File: src/rtl/clb_pkg.sv
// rtl/clb_pkg.sv - shared types and config field layout for the configurable logic block
//
// Purpose: FSM state encoding for the serial config loader, per-slice field
// offsets and the slice width helper used by clb_param and clb_slice.
// Slice field layout, LSB first: TRUTH[2**K-1:0], OUTSEL, INIT, SREN, CEEN, FBSEL.
package clb_pkg;

  typedef enum logic [1:0] {
    CFG_IDLE  = 2'd0,
    CFG_SHIFT = 2'd1,
    CFG_ARMED = 2'd2
  } cfg_state_e;

  localparam int TRUTH_LSB = 0;
  // Control bit offsets, counted from the first bit above the truth table.
  localparam int OUTSEL_OFS = 0;
  localparam int INIT_OFS   = 1;
  localparam int SREN_OFS   = 2;
  localparam int CEEN_OFS   = 3;
  localparam int FBSEL_OFS  = 4;

  function automatic int slice_bits(input int lut_k);
    return (1 << lut_k) + 5;
  endfunction

endpackage

File: src/rtl/clb_slice.sv
// rtl/clb_slice.sv - one LUT + flip-flop slice driven by its active config field
//
// Purpose: LUT_K-input lookup table with optional Q feedback on input 0, a
// D flip-flop with clock enable and sync set/reset-to-init, and an output mux.
// Ports:
//   clk_i, rst_ni    clock, async active-low reset
//   cfg_i            active config field for this slice
//   valid_i          active config has been committed
//   commit_i         commit edge: Q loads commit_init_i
//   commit_init_i    INIT bit of the incoming (shadow) config
//   in_i             LUT inputs
//   ce_i, sr_i       shared clock enable and set/reset-to-init
//   o_o              slice output
module clb_slice
  import clb_pkg::*;
#(
  parameter  int LUT_K = 4,
  localparam int SB    = slice_bits(LUT_K),
  localparam int TT    = 1 << LUT_K
) (
  input  logic             clk_i,
  input  logic             rst_ni,
  input  logic [SB-1:0]    cfg_i,
  input  logic             valid_i,
  input  logic             commit_i,
  input  logic             commit_init_i,
  input  logic [LUT_K-1:0] in_i,
  input  logic             ce_i,
  input  logic             sr_i,
  output logic             o_o
);

  logic [TT-1:0]    truth;
  logic             outsel, init, sren, ceen, fbsel;
  logic [LUT_K-1:0] idx;
  logic             f;
  logic             q_q, q_d;

  assign truth  = cfg_i[TRUTH_LSB +: TT];
  assign outsel = cfg_i[TT + OUTSEL_OFS];
  assign init   = cfg_i[TT + INIT_OFS];
  assign sren   = cfg_i[TT + SREN_OFS];
  assign ceen   = cfg_i[TT + CEEN_OFS];
  assign fbsel  = cfg_i[TT + FBSEL_OFS];

  always_comb begin
    idx = in_i;
    if (fbsel) idx[0] = q_q;
    f = truth[idx];
  end

  // Commit beats SR/CE; an unconfigured block keeps Q at its reset value 0.
  always_comb begin
    q_d = q_q;
    if (commit_i) begin
      q_d = commit_init_i;
    end else if (valid_i) begin
      if (sren && sr_i)      q_d = init;
      else if (!ceen || ce_i) q_d = f;
    end
  end

  always_ff @(posedge clk_i or negedge rst_ni) begin
    if (!rst_ni) q_q <= 1'b0;
    else         q_q <= q_d;
  end

  assign o_o = valid_i & (outsel ? q_q : f);

endmodule

File: src/rtl/clb_param.sv
// rtl/clb_param.sv - run-time configurable logic block with serial shadow config
//
// Purpose: NUM_LUT slices whose configuration is shifted serially into a
// shadow register and committed atomically to the active register.
// Ports:
//   K, RST_N           clock, async active-low reset
//   I, CE, SR, O       fabric inputs/controls and slice outputs
//   CFG_START          restart load
//   CFG_EN, CFG_DIN    qualified serial config bit
//   CFG_COMMIT         shadow -> active (only when ARMED)
//   CFG_DOUT           shadow MSB for daisy chaining
//   CFG_READY          shadow fully loaded (ARMED)
//   CFG_VALID          active config committed at least once
module clb_param
  import clb_pkg::*;
#(
  parameter  int LUT_K      = 4,
  parameter  int NUM_LUT    = 2,
  localparam int SLICE_BITS = slice_bits(LUT_K),
  localparam int CFG_BITS   = NUM_LUT * SLICE_BITS,
  localparam int CW         = $clog2(CFG_BITS + 1)
) (
  input  logic                     K,
  input  logic                     RST_N,
  input  logic [NUM_LUT*LUT_K-1:0] I,
  input  logic                     CE,
  input  logic                     SR,
  output logic [NUM_LUT-1:0]       O,
  input  logic                     CFG_START,
  input  logic                     CFG_EN,
  input  logic                     CFG_DIN,
  input  logic                     CFG_COMMIT,
  output logic                     CFG_DOUT,
  output logic                     CFG_READY,
  output logic                     CFG_VALID
);

  cfg_state_e          state_q, state_d;
  logic [CW-1:0]       cnt_q, cnt_d;
  logic [CFG_BITS-1:0] shadow_q, shadow_d;
  logic [CFG_BITS-1:0] active_q, active_d;
  logic                valid_q, valid_d;
  logic                commit;

  assign commit = (state_q == CFG_ARMED) && CFG_COMMIT;

  // Commit has priority over a simultaneous restart; a restart edge does not
  // also accept a data bit.
  always_comb begin
    state_d  = state_q;
    cnt_d    = cnt_q;
    shadow_d = shadow_q;
    active_d = active_q;
    valid_d  = valid_q;
    if (commit) begin
      active_d = shadow_q;
      valid_d  = 1'b1;
      state_d  = CFG_IDLE;
    end else if (CFG_START) begin
      state_d = CFG_SHIFT;
      cnt_d   = '0;
    end else if (state_q == CFG_SHIFT && CFG_EN) begin
      shadow_d = {shadow_q[CFG_BITS-2:0], CFG_DIN};
      if (cnt_q != CW'(CFG_BITS)) cnt_d = cnt_q + CW'(1);
      if (cnt_q == CW'(CFG_BITS - 1)) state_d = CFG_ARMED;
    end
  end

  always_ff @(posedge K or negedge RST_N) begin
    if (!RST_N) begin
      state_q  <= CFG_IDLE;
      cnt_q    <= '0;
      shadow_q <= '0;
      active_q <= '0;
      valid_q  <= 1'b0;
    end else begin
      state_q  <= state_d;
      cnt_q    <= cnt_d;
      shadow_q <= shadow_d;
      active_q <= active_d;
      valid_q  <= valid_d;
    end
  end

  assign CFG_DOUT  = shadow_q[CFG_BITS-1];
  assign CFG_READY = (state_q == CFG_ARMED);
  assign CFG_VALID = valid_q;

  for (genvar j = 0; j < NUM_LUT; j++) begin : g_slice
    clb_slice #(.LUT_K(LUT_K)) u_slice (
      .clk_i         (K),
      .rst_ni        (RST_N),
      .cfg_i         (active_q[j*SLICE_BITS +: SLICE_BITS]),
      .valid_i       (valid_q),
      .commit_i      (commit),
      .commit_init_i (shadow_q[j*SLICE_BITS + (1 << LUT_K) + INIT_OFS]),
      .in_i          (I[j*LUT_K +: LUT_K]),
      .ce_i          (CE),
      .sr_i          (SR),
      .o_o           (O[j])
    );
  end

endmodule

File: config.mk
export PLATFORM = sky130hd
export DESIGN_NAME = clb_param
export DESIGN_NICKNAME = d
export VERILOG_FILES = /design/src/rtl/clb_pkg.sv /design/src/rtl/clb_slice.sv /design/src/rtl/clb_param.sv
export SDC_FILE = /design/constraint.sdc
export NUM_CORES = 1
export LEC_CHECK = 0
export CORE_MARGIN = 5
export CORE_UTILIZATION = 45
export DETAILED_ROUTE_END_ITERATION = 12
export HOLD_SLACK_MARGIN = 0.05
export PLACE_DENSITY = 0.74
export SLEW_MARGIN = 20
export SYNTH_ARGS = -nofsm -noshare
export SYNTH_HDL_FRONTEND = slang
export SYNTH_SLANG_ARGS = --single-unit
File: constraint.sdc
create_clock -name K -period 3.3 [get_ports K]
set_clock_uncertainty 0.15 [all_clocks]
set_input_delay 0.66 -clock K [delete_from_list [all_inputs] [get_ports K]]
set_output_delay 0.66 -clock K [all_outputs]
set_load 0.01 [all_outputs]
==> load_flow_metrics.sql <==
INSERT INTO impl_metrics (metric_group, metric, value, unit) VALUES
('sta', 'final-hold-violation-count', '0', ''),
('worst_setup_path', 'r2r.worst_path.cells', '5', ''),
('worst_setup_path', 'worstPathMaxFanout', '6', ''),
('yosys', 'synthesis.instances', '375', ''),
('cells_and_area', 'layout_commonest_cell', 'nand2_1', ''),
('yosys', 'avgSynthCellArea', '11.4', 'um2'),
('cts', 'cts_post_setup_buffers_inserted', '0', ''),
('place', 'preCtsSetupSlack', '-67.0', 'ps'),
('cts', 'clock-sinks', '95', ''),
('worst_setup_path', 'cp-end-kind', 'output pin', ''),
('cts', 'cts_buffers', '9', ''),
('worst_setup_path', 'reg2reg_setup_slack', '1170', 'ps'),
('floorplan', 'rows', '35', ''),
('global_routing', 'globalRouteOverflowTotal', '0', ''),
('power_and_ir_drop', 'p_per_area', '493', 'nW/um2'),
('cells_and_area', 'multi_input_comb_area', '1730', 'um2'),
('cells_and_area', 'post_route_cells_drive_above_1_share', '18.1', '%'),
('sta', 'report.final.setup_viol', '0', ''),
('worst_setup_path', 'arrival_time_of_the_worst_setup_path', '2300', 'ps'),
('cts', 'clock_latency', '350', 'ps'),
('routing', 'routed_wire_length_per_instance', '14.2', 'um'),
('sta', 'drv_slew', '0', ''),
('global_routing', 'grt_use_total', '14.3', '%'),
('power_and_ir_drop', 'ir_drop', '0.235', 'mV'),
('cells_and_area', 'ff_latch_area', '2380', 'um2'),
('cts', 'clk_pin_slew', '90', 'ps'),
('place', 'globalplace.congestion', '0.771', ''),
('yosys', 'yosys_warnings', '0', ''),
('sta', 'grt_setup_unrepaired', 'false', ''),
('place', 'detailed_place.area', '4620', 'um2'),
('cells_and_area', 'post-route-cell-area', '4860', 'um2'),
('yosys', 'netlist-cell-type-count', '39', ''),
('routing', 'ant_nets', '0', ''),
('floorplan', 'ioPinCount', '21', ''),
('floorplan', 'die-area', '11500', 'um2'),
('routing', 'drt_pass1_iterations', '4', ''),
('sta', 'final_critical_path_share_of_the_clock_period', '94.4', '%'),
('worst_hold_path', 'worstHoldPathType', 'in2async', ''),
('cells_and_area', 'antenna_cells', '0', ''),
('yosys', 'synthesis.nets', '394', ''),
('routing', 'avgViaCountPerCell', '5.00', ''),
('cells_and_area', 'layout.cells.most_common_list', 'nand2_1, dfrtp_1, mux2i_1', ''),
('cells_and_area', 'fin_nets', '418', ''),
('sta', 'slew-limit-headroom', '61.6', '%'),
('sta', 'layout_setup_ws', '186', 'ps'),
('yosys', 'register_bit_count_reported_by_yosys', '95', ''),
('global_routing', 'antenna_violations_before_repair', '0', ''),
('yosys', 'synthesis.area', '4260', 'um2'),
('place', 'hpwl', '5.01', 'mm'),
('worst_setup_path', 'type_of_the_setup_path_with_the_least_slack', 'in2out', ''),
('global_routing', 'grt_first_pass_wirelength', '13.1', 'mm'),
('floorplan', 'core_area', '9240', 'um2'),
('flow_run', 'cap_viol_max_count', '0', ''),
('cts', 'clock_root_buffer', 'clkbuf_8', ''),
('cells_and_area', 'area_growth', '14.0', '%'),
('floorplan', 'dieHeight', '107', 'um'),
('power_and_ir_drop', 'cellLeakagePower', '2.44', 'nW'),
('floorplan', 'start_util', '46.1', '%'),
('status', 'status', 'finished clean', ''),
('cts', 'cts_buffer_depth', '2', ''),
('routing', 'route.detailed.drc', '0', ''),
('cts', 'clock_tree_from_tritoncts', 'done', ''),
('cells_and_area', 'filler_cell_count', '802', ''),
('place', 'portBuffers', '20', ''),
('yosys', 'synth-seq-area-share', '55.8', '%'),
('global_routing', 'grt_pass1_vias', '2700', ''),
('sta', 'max_freq', '0.321', 'GHz'),
('yosys', 'synth_edf_count', '0', ''),
('sta', 'fin_crit', '3110', 'ps'),
('routing', 'drt_first_iter_violations', '143', ''),
('yosys', 'yosys_most_used_dff', 'dfrtp_1', ''),
('sta', 'slew_worst_pin', '575', 'ps'),
('worst_setup_path', 'critPathLaunchType', 'input port', ''),
('routing', 'final_routed_wirelength', '7.54', 'mm'),
('global_routing', 'grt_max_degree', '52', ''),
('routing', 'vias', '2660', ''),
('worst_setup_path', 'crit_required', '2490', 'ps'),
('cts', 'htree_num_levels', '3', ''),
('yosys', 'postSynth.asyncResetShare', '100', '%'),
('floorplan', 'fp.dieW', '107', 'um');
sequential cells by signal (all words and copies together) (netlist names):
name                 flops
CFG_VALID                1
state_q                  2
cnt_q                    6
active_q                42
g_slice.u_slice.q_q      2
shadow_q                42
critical path, cell delays in order:
cell and delay (ps):
clkdlybuf4s50_1 530, buf_4 200, mux2i_1 200, mux2i_1 100
a22oi_1 210, a31oi_1 110, dlygate4sd2_1 290
power breakdown:
group	leakage (nW)	switching [W]	internal, W
registers	1.29	0.0000571	0.00123
logic	1.04	0.0000735	0.000126
clock network	0.119	0.000386	0.000521
total	2.44	0.000517	0.00188
cells by family (layout without fill, tap and decap cells):
group / count (synthesis) / after routing / share of synthesized area (%)
fa+ha+maj: 3 / 3 / 0.880
mux: 68 / 68 / 19.0
xor+xnor: 4 / 4 / 0.822
compound gates: 27 / 27 / 4.20
buf+inv: 27 / 55 / 3.61
flops: 95 / 95 / 55.8
simple gates: 151 / 151 / 15.7
metal layers:
layer	track usage [%]	vias to the layer above	share of wire [%]
li1	-	1298	-
met1	19.0	1324	47
met2	23.0	23	49
met3	2.28	15	1.8
met4	6.31	0	2.2
met5	0	-	0
final timing paths:
check | startpoint | endpoint
worst max-delay path | I[5] | O[1]
min in group K | active_q[17] | active_q[17]
worst min-delay path | RST_N | cnt_q[1]
worst max register to register | state_q[1] | shadow_q[12]
max in group asynchronous | RST_N | shadow_q[10]
worst min register to register | active_q[17] | active_q[17]
synthesized netlist by cell type (5+ instances only):
master / n / area share [%]
inv_1: 7 / 0.62
clkbuf_1: 6 / 0.53
mux2_4: 20 / 7.0
nand2_1: 122 / 11
dfrtp_1: 95 / 56
mux2i_1: 24 / 5.6
buf_6: 5 / 1.3
o21ai_0: 7 / 0.82
mux2_2: 21 / 5.5
metrics by stage:
stage	util, %	power, W	hold slack [ps]	setup TNS [ps]	cells
finish	52.6	0.00239	139	0	532
floorplan	-	0.00143	214	0	375
global placement	50.0	0.00150	299	-72.5	517
global route	52.6	0.00249	179	0	532
detailed placement	50.0	0.00151	304	-112	517
CTS	52.6	0.00242	160	0	532
area by class of cell:
class                      count  share of cell area, %
clock buffer                  10                   2.83
clock inverter                 5                   2.19
inverter                       7                  0.541
multi-input combinational    253                   35.7
sequential                    95                   48.9
tap                          129                   3.32
timing repair buffer          33                   6.54
timing repair:
item,CTS,global route
hold buffers,0,0
setup endpoints to repair,2,0
gates resized for setup,2,0
Note: power is estimated with default switching activity, not from simulation.
